--- src/rtl/stream_demux_1to2_if.sv ---
`default_nettype none
// ============================================================================
// Module      : stream_demux_1to2_if
// Description : Producer-side and two consumer-side valid/ready handshakes
//               plus per-channel occupancy for the buffered 1-to-2 demux.
// Revision    : 1.0 - initial release
// ============================================================================
interface stream_demux_1to2_if #(
    parameter int NBITS = 32,
    parameter int DEPTH = 2
);
    localparam int c_LVL_W = $clog2(DEPTH) + 1;

    logic               Selector;
    logic               DEMUX_Valid;
    logic [NBITS-1:0]   DEMUX_Data;
    logic               DEMUX_Ready;

    logic               Out0_Valid;
    logic [NBITS-1:0]   Out0_Data;
    logic               Out0_Ready;

    logic               Out1_Valid;
    logic [NBITS-1:0]   Out1_Data;
    logic               Out1_Ready;

    logic [c_LVL_W-1:0] Level0;
    logic [c_LVL_W-1:0] Level1;

    // Demux side: accepts the producer stream and sources both channels.
    modport slave (
        input  Selector, DEMUX_Valid, DEMUX_Data, Out0_Ready, Out1_Ready,
        output DEMUX_Ready, Out0_Valid, Out0_Data, Out1_Valid, Out1_Data,
        output Level0, Level1
    );

    // Environment side: producer and both consumers.
    modport master (
        output Selector, DEMUX_Valid, DEMUX_Data, Out0_Ready, Out1_Ready,
        input  DEMUX_Ready, Out0_Valid, Out0_Data, Out1_Valid, Out1_Data,
        input  Level0, Level1
    );
endinterface
`default_nettype wire

--- src/rtl/stream_demux_1to2.sv ---
`default_nettype none
// ============================================================================
// Module      : stream_demux_1to2
// Description : Buffered 1-to-2 stream demultiplexer; each accepted word is
//               steered by Selector into a private per-channel FIFO.
// Revision    : 1.0 - initial release
// ============================================================================
module stream_demux_1to2 #(
    parameter int NBITS = 32,
    parameter int DEPTH = 2     // power of two, >= 2
) (
    input wire                  clk,
    input wire                  reset,      // asynchronous, active-low
    stream_demux_1to2_if.slave  bus
);
    localparam int c_PTR_W = $clog2(DEPTH);
    localparam int c_LVL_W = c_PTR_W + 1;
    localparam logic [c_LVL_W-1:0] c_FULL_LVL = c_LVL_W'(DEPTH);

    logic [NBITS-1:0]   r_mem    [2][DEPTH];
    logic [c_PTR_W-1:0] r_wr_ptr [2];
    logic [c_PTR_W-1:0] r_rd_ptr [2];
    logic [c_LVL_W-1:0] r_level  [2];

    logic [1:0] w_full;
    logic [1:0] w_push;
    logic [1:0] w_pop;
    logic [1:0] w_out_ready;

    assign w_out_ready = {bus.Out1_Ready, bus.Out0_Ready};

    // Ready depends only on the selected channel's fullness, so a pop on a
    // full channel frees the slot for the following edge, not this one.
    always_comb begin
        w_full = '0;
        w_push = '0;
        w_pop  = '0;
        for (int ch = 0; ch < 2; ch++) begin
            w_full[ch] = (r_level[ch] == c_FULL_LVL);
            w_push[ch] = bus.DEMUX_Valid && !w_full[ch] && (bus.Selector == 1'(ch));
            w_pop[ch]  = (r_level[ch] != '0) && w_out_ready[ch];
        end
    end

    assign bus.DEMUX_Ready = !w_full[bus.Selector];

    always_ff @(posedge clk or negedge reset) begin
        if (!reset) begin
            for (int ch = 0; ch < 2; ch++) begin
                r_wr_ptr[ch] <= '0;
                r_rd_ptr[ch] <= '0;
                r_level[ch]  <= '0;
                for (int i = 0; i < DEPTH; i++) begin
                    r_mem[ch][i] <= '0;
                end
            end
        end else begin
            for (int ch = 0; ch < 2; ch++) begin
                if (w_push[ch]) begin
                    r_mem[ch][r_wr_ptr[ch]] <= bus.DEMUX_Data;
                    r_wr_ptr[ch]            <= r_wr_ptr[ch] + 1'b1;
                end
                if (w_pop[ch]) begin
                    r_rd_ptr[ch] <= r_rd_ptr[ch] + 1'b1;
                end
                if (w_push[ch] && !w_pop[ch]) begin
                    r_level[ch] <= r_level[ch] + 1'b1;
                end else if (!w_push[ch] && w_pop[ch]) begin
                    r_level[ch] <= r_level[ch] - 1'b1;
                end
            end
        end
    end

    // Heads are read straight from storage: no input-to-output bypass.
    assign bus.Out0_Valid = (r_level[0] != '0);
    assign bus.Out1_Valid = (r_level[1] != '0);
    assign bus.Out0_Data  = r_mem[0][r_rd_ptr[0]];
    assign bus.Out1_Data  = r_mem[1][r_rd_ptr[1]];
    assign bus.Level0     = r_level[0];
    assign bus.Level1     = r_level[1];

endmodule
`default_nettype wire

--- src/flat_wrapper.sv ---
// flat-port wrapper written by rule: the top's interface ports become plain ports
module stream_demux_1to2_flat 
#(
    parameter int NBITS = 32,
    parameter int DEPTH = 2                          
)
  (clk, reset, bus_Selector, bus_DEMUX_Valid, bus_DEMUX_Data, bus_Out0_Ready, bus_Out1_Ready, bus_DEMUX_Ready, bus_Out0_Valid, bus_Out0_Data, bus_Out1_Valid, bus_Out1_Data, bus_Level0, bus_Level1);
  stream_demux_1to2_if #(.NBITS(NBITS), .DEPTH(DEPTH)) bus_i ();
  input wire clk;
  input wire reset;
  input wire logic [$bits(bus_i.Selector)-1:0] bus_Selector;
  input wire logic [$bits(bus_i.DEMUX_Valid)-1:0] bus_DEMUX_Valid;
  input wire logic [$bits(bus_i.DEMUX_Data)-1:0] bus_DEMUX_Data;
  input wire logic [$bits(bus_i.Out0_Ready)-1:0] bus_Out0_Ready;
  input wire logic [$bits(bus_i.Out1_Ready)-1:0] bus_Out1_Ready;
  output wire logic [$bits(bus_i.DEMUX_Ready)-1:0] bus_DEMUX_Ready;
  output wire logic [$bits(bus_i.Out0_Valid)-1:0] bus_Out0_Valid;
  output wire logic [$bits(bus_i.Out0_Data)-1:0] bus_Out0_Data;
  output wire logic [$bits(bus_i.Out1_Valid)-1:0] bus_Out1_Valid;
  output wire logic [$bits(bus_i.Out1_Data)-1:0] bus_Out1_Data;
  output wire logic [$bits(bus_i.Level0)-1:0] bus_Level0;
  output wire logic [$bits(bus_i.Level1)-1:0] bus_Level1;
  assign bus_i.Selector = bus_Selector;
  assign bus_i.DEMUX_Valid = bus_DEMUX_Valid;
  assign bus_i.DEMUX_Data = bus_DEMUX_Data;
  assign bus_i.Out0_Ready = bus_Out0_Ready;
  assign bus_i.Out1_Ready = bus_Out1_Ready;
  assign bus_DEMUX_Ready = bus_i.DEMUX_Ready;
  assign bus_Out0_Valid = bus_i.Out0_Valid;
  assign bus_Out0_Data = bus_i.Out0_Data;
  assign bus_Out1_Valid = bus_i.Out1_Valid;
  assign bus_Out1_Data = bus_i.Out1_Data;
  assign bus_Level0 = bus_i.Level0;
  assign bus_Level1 = bus_i.Level1;
  stream_demux_1to2 #(.NBITS(NBITS), .DEPTH(DEPTH)) u_core (.clk(clk), .reset(reset), .bus(bus_i));
endmodule
--- config.mk ---
export PLATFORM = sky130hd
export DESIGN_NAME = stream_demux_1to2_flat
export DESIGN_NICKNAME = d
export VERILOG_FILES = /design/src/rtl/stream_demux_1to2_if.sv /design/src/rtl/stream_demux_1to2.sv /design/src/flat_wrapper.sv
export SDC_FILE = /design/constraint.sdc
export NUM_CORES = 1
export LEC_CHECK = 0
export CAP_MARGIN = 10
export CORE_ASPECT_RATIO = 1.25
export CORE_MARGIN = 5
export CORE_UTILIZATION = 52
export DETAILED_ROUTE_END_ITERATION = 10
export HOLD_SLACK_MARGIN = 0.02
export PLACE_DENSITY = 0.9
export SYNTH_ARGS = -nofsm -noshare
export SYNTH_HDL_FRONTEND = slang
export SYNTH_SLANG_ARGS = --single-unit
--- constraint.sdc ---
create_clock -name clk -period 1.9 [get_ports clk]
set_clock_uncertainty 0.2 [all_clocks]
set_input_delay 0.38 -clock clk [delete_from_list [all_inputs] [get_ports clk]]
set_output_delay 0.38 -clock clk [all_outputs]
set_load 0.005 [all_outputs]
==> results.toml <==
[global_route]
grt_overflow = 0
antenna_found_initial = 0
grt_pass1_wl_microns = 22900
grt.total_usage_pct = 22.0
grt_max_degree = 46
first_global_vias = 4319

[timing]
fin_crit_sh_pct = 118
fin_ws_ns = -0.337
hold_viol_final = 0
rsz0062_at_grt = "yes"
relSlewSlack_pct = 74.5
worst_slew_pin_slew_ns = 0.382
slew_viol_final = 0
fin_crit_ns = 2.24
fmax_mhz = 447
setup_violations = 97
finalSetupTns_ns = -15.85

[synthesis]
synth_area_sq_um = 5940
synth_nets = 419
synthCells = 379
syn-mean-instance-area_sq_um = 15.7
yosys_most_used_dff = "dfrtp_1"
synth_seq_area_share_pct = 57.3
ys_warn_count = 0
synth-edff-count = 0
synth_top_area_cell = "dfrtp_1"
ys_seq_elements = 136
yosys-top-cells-area = "dfrtp_1 (57%), mux2_2 (36%), xor2_1 (0.89%), buf_2 (0.84%), xnor2_1 (0.59%)"
synth.most_common_cell = "mux2_2"
synth_top_area_share_pct = 57.3
synth_common_cells = "mux2_2 (190), dfrtp_1 (136), buf_2 (10)"
synthArstFlopShare_pct = 100
synth.distinct_cells = 22

[cts]
htreeDepth = 4
cts_buffer_depth = 2
cts_sinks = 136
clock_latency_ns = 0.41
path_clk_slew_ns = 0.06
cts_tree = "done"
cts_made_buffers = 17
cts.root.buffer_cell = "clkbuf_16"

[drt]
ant_nets = 0
wirelength_microns = 15300
first_pass_iters = 4
post_drt_wl_per_cell_microns = 22.3
drcViolationCount = 0
vias = 3852
drt_iter0_markers = 152
via_per_inst = 5.61

[placed_design]
io_buffers = 108
dp_hpwl_microns = 8750
gp_congestion = 0.774
place_area_sq_um = 7400

[die]
die_y_microns = 129
ios = 109
rows = 43
start_util_pct = 53.3
die_w_microns = 106
die_area_sq_um = 13700
coreArea_sq_um = 11100

[hold_path]
hp-class = "input pin to asynchronous set/reset pin"

[pwr]
peakVddDrop_v = 0.00110
powerDensity_nw_per_um2 = 1990
p_leak_nw = 4.04

[worst_setup_path]
required_ns = 1.32
crit_fanout = 5
critical_path.endpoint_type = "output pin"
max_stage_delay_ns = 0.41
cp_common_cell = "buf_6"
path_cells = "buf_6 -> buf_6 -> buf_12 -> mux2_4 -> buf_6"
reg2reg_from = "u_core.bus.Level0[1]$_DFFE_PN0P_"
crit_type = "register to output pin"
r2r-end = "u_core.r_mem[96]$_DFFE_PN0P_"
cp_slowest_cell = "dfrtp_2"
reg2reg_depth = 6
cp-start-kind = "register"
r2r_setup_slack_ns = -0.06
crit_arrival_ns = 1.66

[cells_and_area]
finalNetCount = 580
final_area_sq_um = 8770
seq_area_sq_um = 3410
antennaDiodeCount = 0
multi_input_area_sq_um = 2770
n_fill_cell = 575
area_growth_pct = 47.7
drive_above_1_share_pct = 65.2

[job]
drv_cap = 0

[outcome]
violations = "negative setup slack"
status = "finished with violations"
power breakdown:
group / switching [W] / total [W] / internal [W]
clock: 0.00118 / 0.00358 / 0.00240
combinational: 0.00288 / 0.00854 / 0.00566
sequential: 0.000890 / 0.00529 / 0.00440
total: 0.00496 / 0.0174 / 0.0125
worst max-delay path by stage:
stage                                        start                      endpoint
floorplan           u_core.r_rd_ptr[1]$_DFFE_PN0P_             bus_Out0_Data[22]
global placement                      bus_Selector               bus_DEMUX_Ready
detailed placement                    bus_Selector  u_core.r_mem[54]$_DFFE_PN0P_
CTS                 u_core.r_rd_ptr[1]$_DFFE_PN0P_             bus_Out0_Data[30]
global route        u_core.r_rd_ptr[1]$_DFFE_PN0P_             bus_Out0_Data[30]
finish              u_core.r_rd_ptr[1]$_DFFE_PN0P_             bus_Out0_Data[28]
layer usage:
layer	vias up	track usage [%]	wire [microns]
met4	0	7.47	219
met3	18	6.23	674
met5	-	0	0
met2	121	38.4	8230
li1	1684	-	-
met1	2029	26.5	6220
area by class of cell:
cell class	instances	share of cell area, %
flip-flops and latches	136	38.9
clock inverters	7	1.57
well taps	135	1.93
multi-input cells	223	31.6
repair buffers	162	20.2
clock buffers	24	5.84
stage by stage:
| stage | instances | setup slack, ns | hold WS [ns] | util, % | total power (W) |
|---|---|---|---|---|---|
| 6_report | 687 | -0.337 | 0.240 | 78.7 | 0.0174 |
| 5_1_grt | 687 | -0.371 | 0.263 | 78.7 | 0.0182 |
| 4_1_cts | 681 | -0.338 | 0.226 | 75.8 | 0.0166 |
| 3_5_place_dp | 627 | -0.378 | 0.106 | 66.4 | 0.0120 |
| 3_3_place_gp | 627 | -0.356 | 0.104 | 66.4 | 0.0116 |
| 2_1_floorplan | 379 | 0.0801 | -0.116 | - | 0.00842 |
repair_timing:
| item | CTS | global route |
|---|---|---|
| endpoints found under the setup margin | 71 | 100 |
| gates resized for setup | 350 | 90 |
| pin swaps | 1 | 3 |
| buffers inserted | 17 | 9 |
| hold buffers | 1 | 0 |
| hold endpoints to repair | 64 | 0 |
| cloned | 5 | 3 |
placed cells by master, fill, tap and decap left out, types with 2 or more instances in the layout:
master	n
clkbuf_2	3
buf_6	56
xor2_1	6
clkbuf_16	19
mux2_2	115
bufinv_16	4
buf_16	2
mux2_1	2
buf_4	24
clkbuf_8	6
nand2_1	2
nor2b_4	2
clkinv_2	2
buf_12	17
dfrtp_1	133
xnor2_1	4
nor2_2	2
or2_4	2
nand2b_4	2
clkdlybuf4s50_1	36
dfrtp_2	3
dlygate4sd2_1	3
mux2_4	75
buf_2	16
registers in the layout, indices dropped and copies added, names as in the netlist:
name	flops
u_core.r_wr_ptr	2
u_core.bus.Level0	2
u_core.r_mem	128
u_core.r_rd_ptr	2
u_core.bus.Level1	2
cell families after synthesis:
group | after synthesis | share of synthesized area [%]
multiplexers | 192 | 36.4
flip-flops | 136 | 57.3
buffers and inverters | 20 | 2.04
AND/OR/NAND/NOR | 18 | 2.23
XOR/XNOR | 10 | 1.48
adder cells (fa/ha/maj) | 2 | 0.421
AO/OA/AOI/OAI | 1 | 0.0842
critical path: cells and delay by family, from the launching register on:
| family | cells | cell delay (ns) |
|---|---|---|
| buffers and inverters | 4 | 0.50 |
| multiplexers | 1 | 0.32 |
| flip-flops | 1 | 0.41 |
Power figures use the tool's default switching activity.
